`src/rtl/key_debouncer.sv`:
```
// ---------------------------------------------------------------------------
// key_debouncer
//
// Purpose:
//   Front-end conditioning for the raw key bus coming from the board wrapper.
//   Each key is handled independently:
//   - it is brought into the clock domain through a two-flop synchroniser;
//   - it is debounced with a per-key stability counter;
//   - it produces a clean level plus one-cycle press and release pulses.
//
// Ports:
//   clock        system clock
//   reset        asynchronous, active-high reset
//   key_raw      raw asynchronous key levels, 1 = pressed
//   key_level    debounced level per key
//   key_press    one-cycle pulse after each debounced 0->1 transition
//   key_release  one-cycle pulse after each debounced 1->0 transition
//   key_toggle   per-key toggle state, flipped once per debounced press
//
// Optional feature:
//   KEY_DEBOUNCER_TOGGLE_EN
//   - When defined, key_toggle flips on the edge that raises key_press.
//   - When undefined, key_toggle is tied to 0 and no toggle flops exist.
//
// Parameters:
//   N_KEYS         number of independent key channels
//   STABLE_CYCLES  consecutive cycles the synchronised input must differ from
//                  the debounced level before the new level is accepted (>= 2)
//   CNT_W          counter width; 2**CNT_W must exceed STABLE_CYCLES-1
// ---------------------------------------------------------------------------
module key_debouncer #(
  parameter int N_KEYS        = 8,
  parameter int STABLE_CYCLES = 270000,
  parameter int CNT_W         = 19
) (
  input  logic              clock,
  input  logic              reset,
  input  logic [N_KEYS-1:0] key_raw,
  output logic [N_KEYS-1:0] key_level,
  output logic [N_KEYS-1:0] key_press,
  output logic [N_KEYS-1:0] key_release,
  output logic [N_KEYS-1:0] key_toggle
);

  if (STABLE_CYCLES < 2) begin : g_bad_stable
    $error("key_debouncer: STABLE_CYCLES must be 2 or more");
  end

  if ((longint'(1) << CNT_W) <= (longint'(STABLE_CYCLES) - 1)) begin : g_bad_cnt_w
    $error("key_debouncer: CNT_W too narrow for STABLE_CYCLES-1");
  end

  localparam logic [CNT_W-1:0] CNT_MAX = CNT_W'(STABLE_CYCLES - 1);
  localparam logic [CNT_W-1:0] CNT_ONE = CNT_W'(1);

  logic [N_KEYS-1:0] meta_p0;
  logic [N_KEYS-1:0] sync_p1;
  logic [N_KEYS-1:0] level;
  logic [CNT_W-1:0]  cnt [N_KEYS];
  logic [N_KEYS-1:0] settle;

  // ---- stage p0/p1: two-flop synchroniser ---------------------------------
  always_ff @(posedge clock or posedge reset) begin
    if (reset) begin
      meta_p0 <= '0;
      sync_p1 <= '0;
    end else begin
      meta_p0 <= key_raw;
      sync_p1 <= meta_p0;
    end
  end

  // A key settles on the edge where it has already disagreed with its level
  // for STABLE_CYCLES-1 edges and still disagrees now.
  always_comb begin
    settle = '0;
    for (int i = 0; i < N_KEYS; i++) begin
      settle[i] = (sync_p1[i] != level[i]) && (cnt[i] == CNT_MAX);
    end
  end

  // ---- stage p2: stability counters, debounced level and edge pulses ------
  // The counter restarts whenever the input matches the level. It also
  // restarts on acceptance, so it never exceeds CNT_MAX and never wraps.
  always_ff @(posedge clock or posedge reset) begin
    if (reset) begin
      for (int i = 0; i < N_KEYS; i++) begin
        cnt[i] <= '0;
      end
      level       <= '0;
      key_press   <= '0;
      key_release <= '0;
    end else begin
      for (int i = 0; i < N_KEYS; i++) begin
        if ((sync_p1[i] == level[i]) || settle[i]) begin
          cnt[i] <= '0;
        end else begin
          cnt[i] <= cnt[i] + CNT_ONE;
        end
      end
      level       <= level ^ settle;
      key_press   <= settle & sync_p1;
      key_release <= settle & ~sync_p1;
    end
  end

  assign key_level = level;

`ifdef KEY_DEBOUNCER_TOGGLE_EN
  logic [N_KEYS-1:0] toggle_p2;

  always_ff @(posedge clock or posedge reset) begin
    if (reset) begin
      toggle_p2 <= '0;
    end else begin
      toggle_p2 <= toggle_p2 ^ (settle & sync_p1);
    end
  end

  assign key_toggle = toggle_p2;
`else
  assign key_toggle = '0;
`endif

endmodule

```
`config.mk`:
```
export PLATFORM = sky130hd
export DESIGN_NAME = key_debouncer
export DESIGN_NICKNAME = d
export VERILOG_FILES = /design/src/rtl/key_debouncer.sv
export SDC_FILE = /design/constraint.sdc
export NUM_CORES = 1
export LEC_CHECK = 0
export ABC_AREA = 1
export CAP_MARGIN = 20
export CORE_UTILIZATION = 69
export DETAILED_ROUTE_END_ITERATION = 16
export DONT_BUFFER_PORTS = 1
export HOLD_SLACK_MARGIN = 0.03
export PLACE_DENSITY = 0.85
export SYNTH_ARGS = -nofsm -noshare
export SYNTH_HDL_FRONTEND = slang
export SYNTH_SLANG_ARGS = --single-unit
```
`constraint.sdc`:
```
create_clock -name clock -period 11.12 [get_ports clock]
set_input_delay 2.224 -clock clock [delete_from_list [all_inputs] [get_ports clock]]
set_output_delay 2.224 -clock clock [all_outputs]
set_load 0.03 [all_outputs]
```
; Yosys cells after proc, flatten, opt, wreduce, memory -nomap -nowiden
; Cells that the tools add are included.
[classes]
n_eq_ne = 24
bitwise_logic = 4
shifts = 0
n_mul = 0
n_reduce_logical = 16
muxes = 8
add_sub_neg = 8
div = 0
order_cmp = 0
[op_table]
columns = cell, count
row1 = adder 19 x 1 -> 19 bit (second input constant), 8
row2 = == test 19 bit (second input constant), 8
row3 = two-way mux 19 bit, 8
row4 = bitwise AND 8 bit, 2
row5 = == test 1 bit, 8
row6 = logical AND 1 bit, 8
row7 = logical OR 1 bit, 8
row8 = inequality test 1 bit, 8
row9 = inverter 8 bit, 1
row10 = XOR 8 bit, 1
[word_totals]
latchBits = 0
wordCells = 73
ram_bits = 0
memories = 0
rom_bits = 0
ff_bits = 192
inputBits = 10

; Logic depth before layout (Yosys ltp)
; Gate-level depths: netlist (run 1).
[depth]
word_depth = 4
depth_mapped = 9

; Least setup slack after synthesis (run 1)
; Ideal clock, no wire load.
[synth_path]
path_type = register -> output
from = reg with a tool-made name
to = out key_level[0]
path_buffers = 0
arrival_time_ps = 538
required_time_ps = 8896
setup_slack_ps = 8358
stages_incl_launch_ff = 1
path_cell_list = dfrtp_1
[synth_rtl]
columns = element, line
row1 = end: declaration, 39  ; output logic [N_KEYS-1:0] key_level,

==> impl_metrics.toml, run 1 <==
[outcome]
outcome = "complete, no violations"

[timing]
finClkSkew_ps = 9.39
finalSetupTns_ps = 0
maxSlewViolCount = 0
rsz0062_at_grt = "false"
hold_violations = 0
timing.fmax_mhz = 308
post-route-period-util = 0.292
setup_slack_ps = 7870
slew_headroom = 0.425
worst_pin_slew_ps = 862
setup_viol = 0
fin_crit_ps = 3250

[floorplan]
rows = 43
start_util = 0.716
fp.dieH_um = 123
core_area_um2 = 14100
ios = 42
die_w_um = 123
die_area_um2 = 15100

[grt]
grt_max_degree = 133
grt_first_pass_wirelength_um = 33200
track_usage = 0.278
grt_overflow_total = 0
antenna_found_initial = 1
grt_pass1_vias = 7817

[route]
via_per_inst = 5.32
drt_iter0_markers = 567
drtAntennaViolNets = 0
dr.pass1.iters = 5
drc_errors = 0
wire_per_inst_um = 12.5
vias = 8142
totalWireLength_um = 19100

[synth]
ys_warn_count = 0
syn_inst = 1327
synth.cell_area_um2 = 10100
synth-seq-cells = 192
synth_async_sr_flop_share = 1.00
synth_cell_types = 26
synth_edf_count = 0
yosysSeqAreaShare = 0.476
avgSynthCellArea_um2 = 7.61
synthFlopType = "dfrtp_1"

[cts]
path_clk_slew_ps = 70
clock_latency_ps = 440
clkSinkCount = 192
cts_setup_buffers = 0
cts_max_level = 4
cts_resized = 0
cts_made_buffers = 17
root_buffer = "clkbuf_16"
cts_tree = "yes"
cts_hold_buffers = 0
clk_path_buf_depth = 2

[worst_setup_path]
worstPathRequired_ps = 8900
timing.rr.start = "cnt[95]"
cp.depth = 0
worstSetupStartpointType = "register"
reg2regPathDepth = 6
arrival_ps = 1020
crit_fanout = 5
ff2ff_setup_slack_ps = 9530
r2r-end = "cnt[107]"
critical_path_class = "reg2out"
crit_path_end_kind = "output pin"

[layout]
fin_cells = 1530
areaGrowthSynthToFinish_pct = 6.41
diodes = 0
drive_gt1_frac = 0.0519
final_nets = 1356
finalInstanceArea_um2 = 10700

[power_and_ir_drop]
p_leak_uw = 0.00479
power.total_uw = 1310
p_per_area_nw_per_um2 = 122
ir_drop_uv = 172

[place]
pre_cts_ws_ps = 7450
io_buffer_count = 0
dp_hpwl_um = 13400
placed_area_um2 = 10200
place_congestion = 0.952
dp.cells = 1499

[hold_path]
min-delay-start = "meta_p0[1]"
hold_depth = 0
hold_path.class = "reg2reg"
holdPathEnd = "sync_p1[1]"

[run]
cap_viol_max_count = 0
## placed cells by master, fill, tap and decap left out, drive strengths merged
cell type,n
a21oi,14
a31oi,1
buf,1
clkbuf,19
clkinv,8
clkinvlp,1
conb,8
dfrtp,192
ha,8
inv,168
nand2,324
nand3,95
nand3b,2
nand4,22
nor2,337
nor3,47
o21ai,16
o21bai,10
or2,2
xnor2,22
xor2,53
## final cells by class
cell class,instances,area (um^2)
flip-flops and latches,192,4800
multi-input cells,961,4550
clock buffers,19,443
repair buffers,1,7.51
clock inverters,12,87.6
inverters,165,627
well taps,180,225
fillers,1071,3350
## flip-flops by register name, summed over array words and instances (netlist names), named ones only
name / count
cnt: 152
sync_p1: 8
key_press: 8
meta_p0: 8
key_release: 8
## where the power goes
part	total [uW]	switching, uW	internal [uW]
clock	554	262	292
combinational	43.7	34.2	9.54
sequential	717	8.70	708
total	1310	305	1010
## through the flow
step,utilization,hold WS [ps]
finish,0.762,353
global route,0.762,363
CTS,0.762,354
detailed placement,0.724,338
global placement,0.724,331
floorplan,-,331
## routing by layer
metal	wire length (um)	vias to the layer above	track usage	part of all wire
met5	0	-	0	0
met4	352	0	0.104	0.018
met3	791	31	0.0526	0.041
met2	9220	181	0.479	0.48
met1	8760	3816	0.347	0.46
li1	-	4114	-	-
## worst reg2reg max path: cells and delay by family (launching register included)
family                     cells  cell delay, ps
and+or+nand+nor                5             840
DFF                            1             370
adders and majority gates      1             260
## worst max-delay path by stage
stage	from	end	slack, ps
global placement	reset	cnt[23]	7490
finish	register	key_level[1]	7870
global route	reset	cnt[22]	7710
detailed placement	reset	cnt[22]	7450
CTS	register	key_level[1]	7860
floorplan	reset	async pin	3670
## synthesized netlist by cell type (10+ instances only)
cell      instances  area share
a21oi_1          14      0.0069
dfrtp_1         192        0.48
inv_1           162       0.060
nand2_1         311        0.12
nand3_1          86       0.043
nand4_1          22       0.014
nor2_1          327        0.12
nor3_1           46       0.023
o21ai_0          16      0.0079
o21bai_1         10      0.0074
xnor2_1          22       0.019
xor2_1           53       0.046
## kinds of logic after synthesis
kind of cell    synth area share
other cells             0.000371
compound gates            0.0229
fa+ha+maj                0.00991
flops                      0.476
simple gates               0.350
xor+xnor                  0.0651
buf+inv                   0.0762
No activity file was read; power rests on OpenSTA's default activity.
==> run 2, diff against run 1 <==
Settings changed: CORE_UTILIZATION 69 to 64, PLACE_DENSITY 0.85 to 0.8.
Clock period 11.12 ns to 3.22 ns, I/O delays scaled along.
==> impl_metrics.toml, run 2 (synthesis gave the netlist of run 1 again) <==
[outcome]
outcome = "complete, no violations"

[hold_path]
hold_path.class = "in2async"

[layout]
finalInstanceArea_um2 = 10900
final_common_cell = "nor2_1"
layout_common_cells = "327 x nor2_1, 311 x nand2_1, 192 x dfrtp_1"
largest_reg_flops = 152
top_register = "cnt"
final_nets = 1359
areaGrowthSynthToFinish_pct = 8.01
diodes = 0
drive_gt1_frac = 0.0532

[timing]
worst_pin_slew_ps = 724
fin_crit_ps = 1680
finClkSkew_ps = 7.11
post-route-period-util = 0.522
rsz0062_at_grt = "false"
timing.fmax_mhz = 595
setup_viol = 0
hold_violations = 0
slew_headroom = 0.517
finalSetupTns_ps = 0
maxSlewViolCount = 0

[run]
cap_viol_max_count = 0

[place]
io_buffer_count = 0
placed_area_um2 = 10300
place_congestion = 0.915
dp_hpwl_um = 13700

[route]
drtAntennaViolNets = 0
drc_errors = 0
wire_per_inst_um = 12.4
dr_wl_met2_um = 9420
wl_met1_um = 8860
via_per_inst = 5.22
dr.pass1.iters = 6
drt_iter0_markers = 558
wl_met3_um = 889
dr.max_layer_used = "met4"
vias = 8163
totalWireLength_um = 19500

[floorplan]
die_area_um2 = 16300
start_util = 0.659
core_area_um2 = 15300
rows = 45
die_w_um = 128
ios = 42
fp.dieH_um = 128

[worst_setup_path]
crit_fanout = 5
critical_path_class = "reg2out"
worstSetupStartpointType = "register"
arrival_ps = 1040
crit_path_end_kind = "output pin"
worstPathRequired_ps = 2580

[cts]
cts_tree = "yes"
cts_made_buffers = 17
cts_max_level = 4
clock_latency_ps = 440
cts_setup_buffers = 0
root_buffer = "clkbuf_16"
clkSinkCount = 192
path_clk_slew_ps = 70
cts_hold_buffers = 0
cts_resized = 0
clk_path_buf_depth = 2

[grt]
grt_first_pass_wirelength_um = 33800
grt_max_degree = 64
track_usage = 0.258
grt_overflow_total = 0
antenna_found_initial = 0
grt_pass1_vias = 7626

[power_and_ir_drop]
ir_drop_uv = 359
power.total_uw = 4770
p_per_area_nw_per_um2 = 438
p_leak_uw = 0.00483
[run 2: worst paths after layout]
| kind | start | endpoint | slack [ps] | depth (start not counted) |
|---|---|---|---|---|
| max | register | key_level[6] | 1540 | 0 |
| min | reset | cnt[100] | 190 | 1 |
| max reg2reg | cnt[0] | cnt[10] | 1650 | 8 |
| min reg2reg | meta_p0[6] | sync_p1[6] | 350 | 0 |
| max in group asynchronous | reset | cnt[78] | 2270 | 2 |
| min in group clock | key_raw[1] | meta_p0[1] | 230 | 0 |
[run 2: layout make-up]
class	instances	area (um^2)
Clock inverter	10	136
Clock buffer	21	460
Timing Repair Buffer	4	67.6
Fill cell	1222	4410
Inverter	165	623
Multi-Input combinational cell	961	4550
Tap cell	211	264
Sequential cell	192	4800
[run 2: power breakdown]
part           total, uW  internal (uW)  leakage, uW  switching [uW]
sequential          2480           2450      0.00263            30.0
combinational        160           40.2      0.00192             120
clock               2140           1250     0.000285             881
total               4770           3740      0.00483            1030
[run 2: metal layers]
metal	up-vias	track usage
met4	0	0.0900
met5	-	0
met1	3817	0.336
li1	4109	-
met3	26	0.0469
met2	211	0.436
[run 2: metrics by stage]
stage	hold WS (ps)	worst slack (ps)	utilization	std cells
after floorplan	331	99.6	-	1334
after global placement	332	1720	0.673	1533
after detailed placement	335	1660	0.673	1533
after CTS	197	1520	0.712	1564
after global routing	208	1500	0.712	1564
final	191	1540	0.712	1564
==> run 3, diff against run 2 <==
Settings changed: ABC_AREA 1 to 0, CORE_UTILIZATION 64 to 57, PLACE_DENSITY 0.8 to 0.75.
Clock period 3.22 ns to 1.4 ns, I/O delays scaled along.
==> impl_metrics.toml, run 3 <==
[place]
dp.cells = 1289
pre_cts_ws_ps = -332
place_congestion = 0.910
placed_area_um2 = 11300
io_buffer_count = 0
dp_hpwl_um = 15100

[synth]
synth_async_sr_flop_share = 1.00
synthMostInstantiatedCell = "dfrtp_1"
yosysSeqAreaShare = 0.528
synth-seq-cells = 192
avgSynthCellArea_um2 = 10.4
synth.cell_area_um2 = 9090
synth_area_leader_cell = "dfrtp_1"
synth_edf_count = 0
netlist_top_cells_area = "dfrtp_1 53%, xnor2_1 6.0%, nor2_1 5.8%, xor2_1 5.6%, nand4_1 3.7%"
syn_inst = 877
synthTopCellsByCount = "192 x dfrtp_1, 141 x nor2_1, 62 x nand3_1, 62 x xnor2_1, 58 x xor2_1"
synthFlopType = "dfrtp_1"
synth_cell_types = 55
ys_warn_count = 0
yosysTopAreaCellShare = 0.528

[power_and_ir_drop]
ir_drop_uv = 947
p_leak_uw = 0.00596
p_per_area_nw_per_um2 = 822

[worst_setup_path]
critical_path_class = "reg2reg"
timing.rr.start = "cnt[120]"
cp.depth = 6
cp-startpoint = "cnt[120]"
worstPathRequired_ps = 1730
crit_path_end_kind = "register"
crit_fanout = 8
ff2ff_setup_slack_ps = -410
cp_num_buf_inv = 2
slowest_delay_ps = 430
crit_slowest_cell = "dfrtp_1"
worstSetupStartpointType = "register"
cpLargestDelayFamily = "simple AND/OR/NAND/NOR gates"
r2r-end = "cnt[128]"
reg2regPathDepth = 6
arrival_ps = 2140
critical_path.cell_chain = "nor4_4 > nand4_1 > buf_4 > o31ai_4 > buf_6 > nor2_1"
crit_end = "cnt[128]"

[layout]
largest_reg_flops = 152
final_nets = 1189
fin_cells = 1395
drive_gt1_frac = 0.501
areaGrowthSynthToFinish_pct = 50.9
finalInstanceArea_um2 = 13700
layout.area.seq_um2 = 4810
layout_common_cells = "228 x buf_4, 189 x dfrtp_1, 73 x nor2_2"
diodes = 0
multi_input_area_um2 = 5430
n_fill_cell = 585
top_register = "cnt"
final_common_cell = "buf_4"

[route]
via_per_inst = 6.25
drc_errors = 0
drtAntennaViolNets = 0
wire_per_inst_um = 22.5
totalWireLength_um = 31400
drt_iter0_markers = 814
vias = 8719
dr.pass1.iters = 7

[cts]
clock_latency_ps = 450
cts_made_buffers = 17
clkSinkCount = 192
path_clk_slew_ps = 80
cts_tree = "yes"
clk_path_buf_depth = 2
root_buffer = "clkbuf_16"
cts_max_level = 4

[floorplan]
ios = 42
die_w_um = 128
fp.dieH_um = 128
rows = 45
start_util = 0.592
core_area_um2 = 15400
die_area_um2 = 16500

[grt]
busiest_layer = "met2"
track_usage = 0.329
grt_pass1_vias = 8672
grtUsageMet2 = 0.600
antenna_found_initial = 0
grt_max_degree = 63
met1_usage = 0.367
grt_overflow_total = 0
grt_first_pass_wirelength_um = 41900
met3_usage = 0.0722

[timing]
maxSlewViolCount = 0
fin_crit_ps = 1810
finClkSkew_ps = 13.9
timing.fmax_mhz = 552
rsz0062_at_grt = "true"
setup_slack_ps = -412
worst_pin_slew_ps = 549
slew_headroom = 0.633
setup_viol = 173
post-route-period-util = 1.29
hold_violations = 0
finalSetupTns_ps = -45040

[run]
cap_viol_max_count = 0

[outcome]
outcome = "finished with violations"
violations = "setup timing"

[hold_path]
hold_path.class = "in2async"
## run 3: timing repair
action                     4_1_cts  5_1_grt
setup endpoints to repair      174      174
gates cloned                     5        2
pin swaps                       73       74
hold endpoints to repair       149        0
buffers inserted                35       32
gates resized for setup        153      154
hold buffers                     9        0
## run 3: cell type report
class	count	area share
Multi-Input combinational cell	644	0.396
Sequential cell	192	0.350
Timing Repair Buffer	301	0.189
Clock buffer	18	0.0320
Tap cell	211	0.0192
Clock inverter	14	0.00903
Inverter	15	0.00438
## run 3: metrics by stage
stage / power [uW] / utilization / hold WS (ps)
after floorplan: 6120 / - / 311
after global placement: 6280 / 0.734 / 125
after detailed placement: 6320 / 0.734 / 130
after CTS: 11000 / 0.835 / 276
after global routing: 11500 / 0.893 / 301
final: 11300 / 0.893 / 297
## run 3: routing by layer
layer | wire length (um) | share of wire | vias up
met3 | 1770 | 0.057 | 166
li1 | - | - | 3691
met1 | 11300 | 0.36 | 4378
met4 | 1760 | 0.056 | 0
met2 | 16500 | 0.53 | 484
met5 | 0 | 0 | -
## run 3: worst min-delay path by stage
stage,end,startpoint,slack [ps],depth (start not counted)
after floorplan,meta_p0[0],key_raw[0],310,0
after global placement,meta_p0[1],reset,120,1
after detailed placement,meta_p0[1],reset,130,1
after CTS,meta_p0[1],reset,280,2
after global routing,cnt[94],reset,300,2
final,meta_p0[1],reset,300,2
## run 3: worst register-to-register path: stages (launching register included)
cell     delay [ps]
dfrtp_1         430
nor4_4          330
nand4_1         170
buf_4           180
o31ai_4         290
buf_6           210
nor2_1           90
## run 3: cell families (layout without fill, tap and decap cells)
family                     count (synthesis)  after routing  share of synthesized area
and+or+nand+nor                          442            442                      0.264
buffers and inverters                     51            348                     0.0278
DFF                                      192            192                      0.528
xor gates and xnor gates                 120            120                      0.116
AOI/OAI and AO/OA                         51             54                     0.0382
muxes                                     12             12                     0.0151
other                                      1              8                   0.000412
adders and majority gates                  8              8                     0.0110
## run 3: power by group
group,switching (uW),internal [uW]
clock,2420,2390
combinational,428,340
sequential,84.4,5620
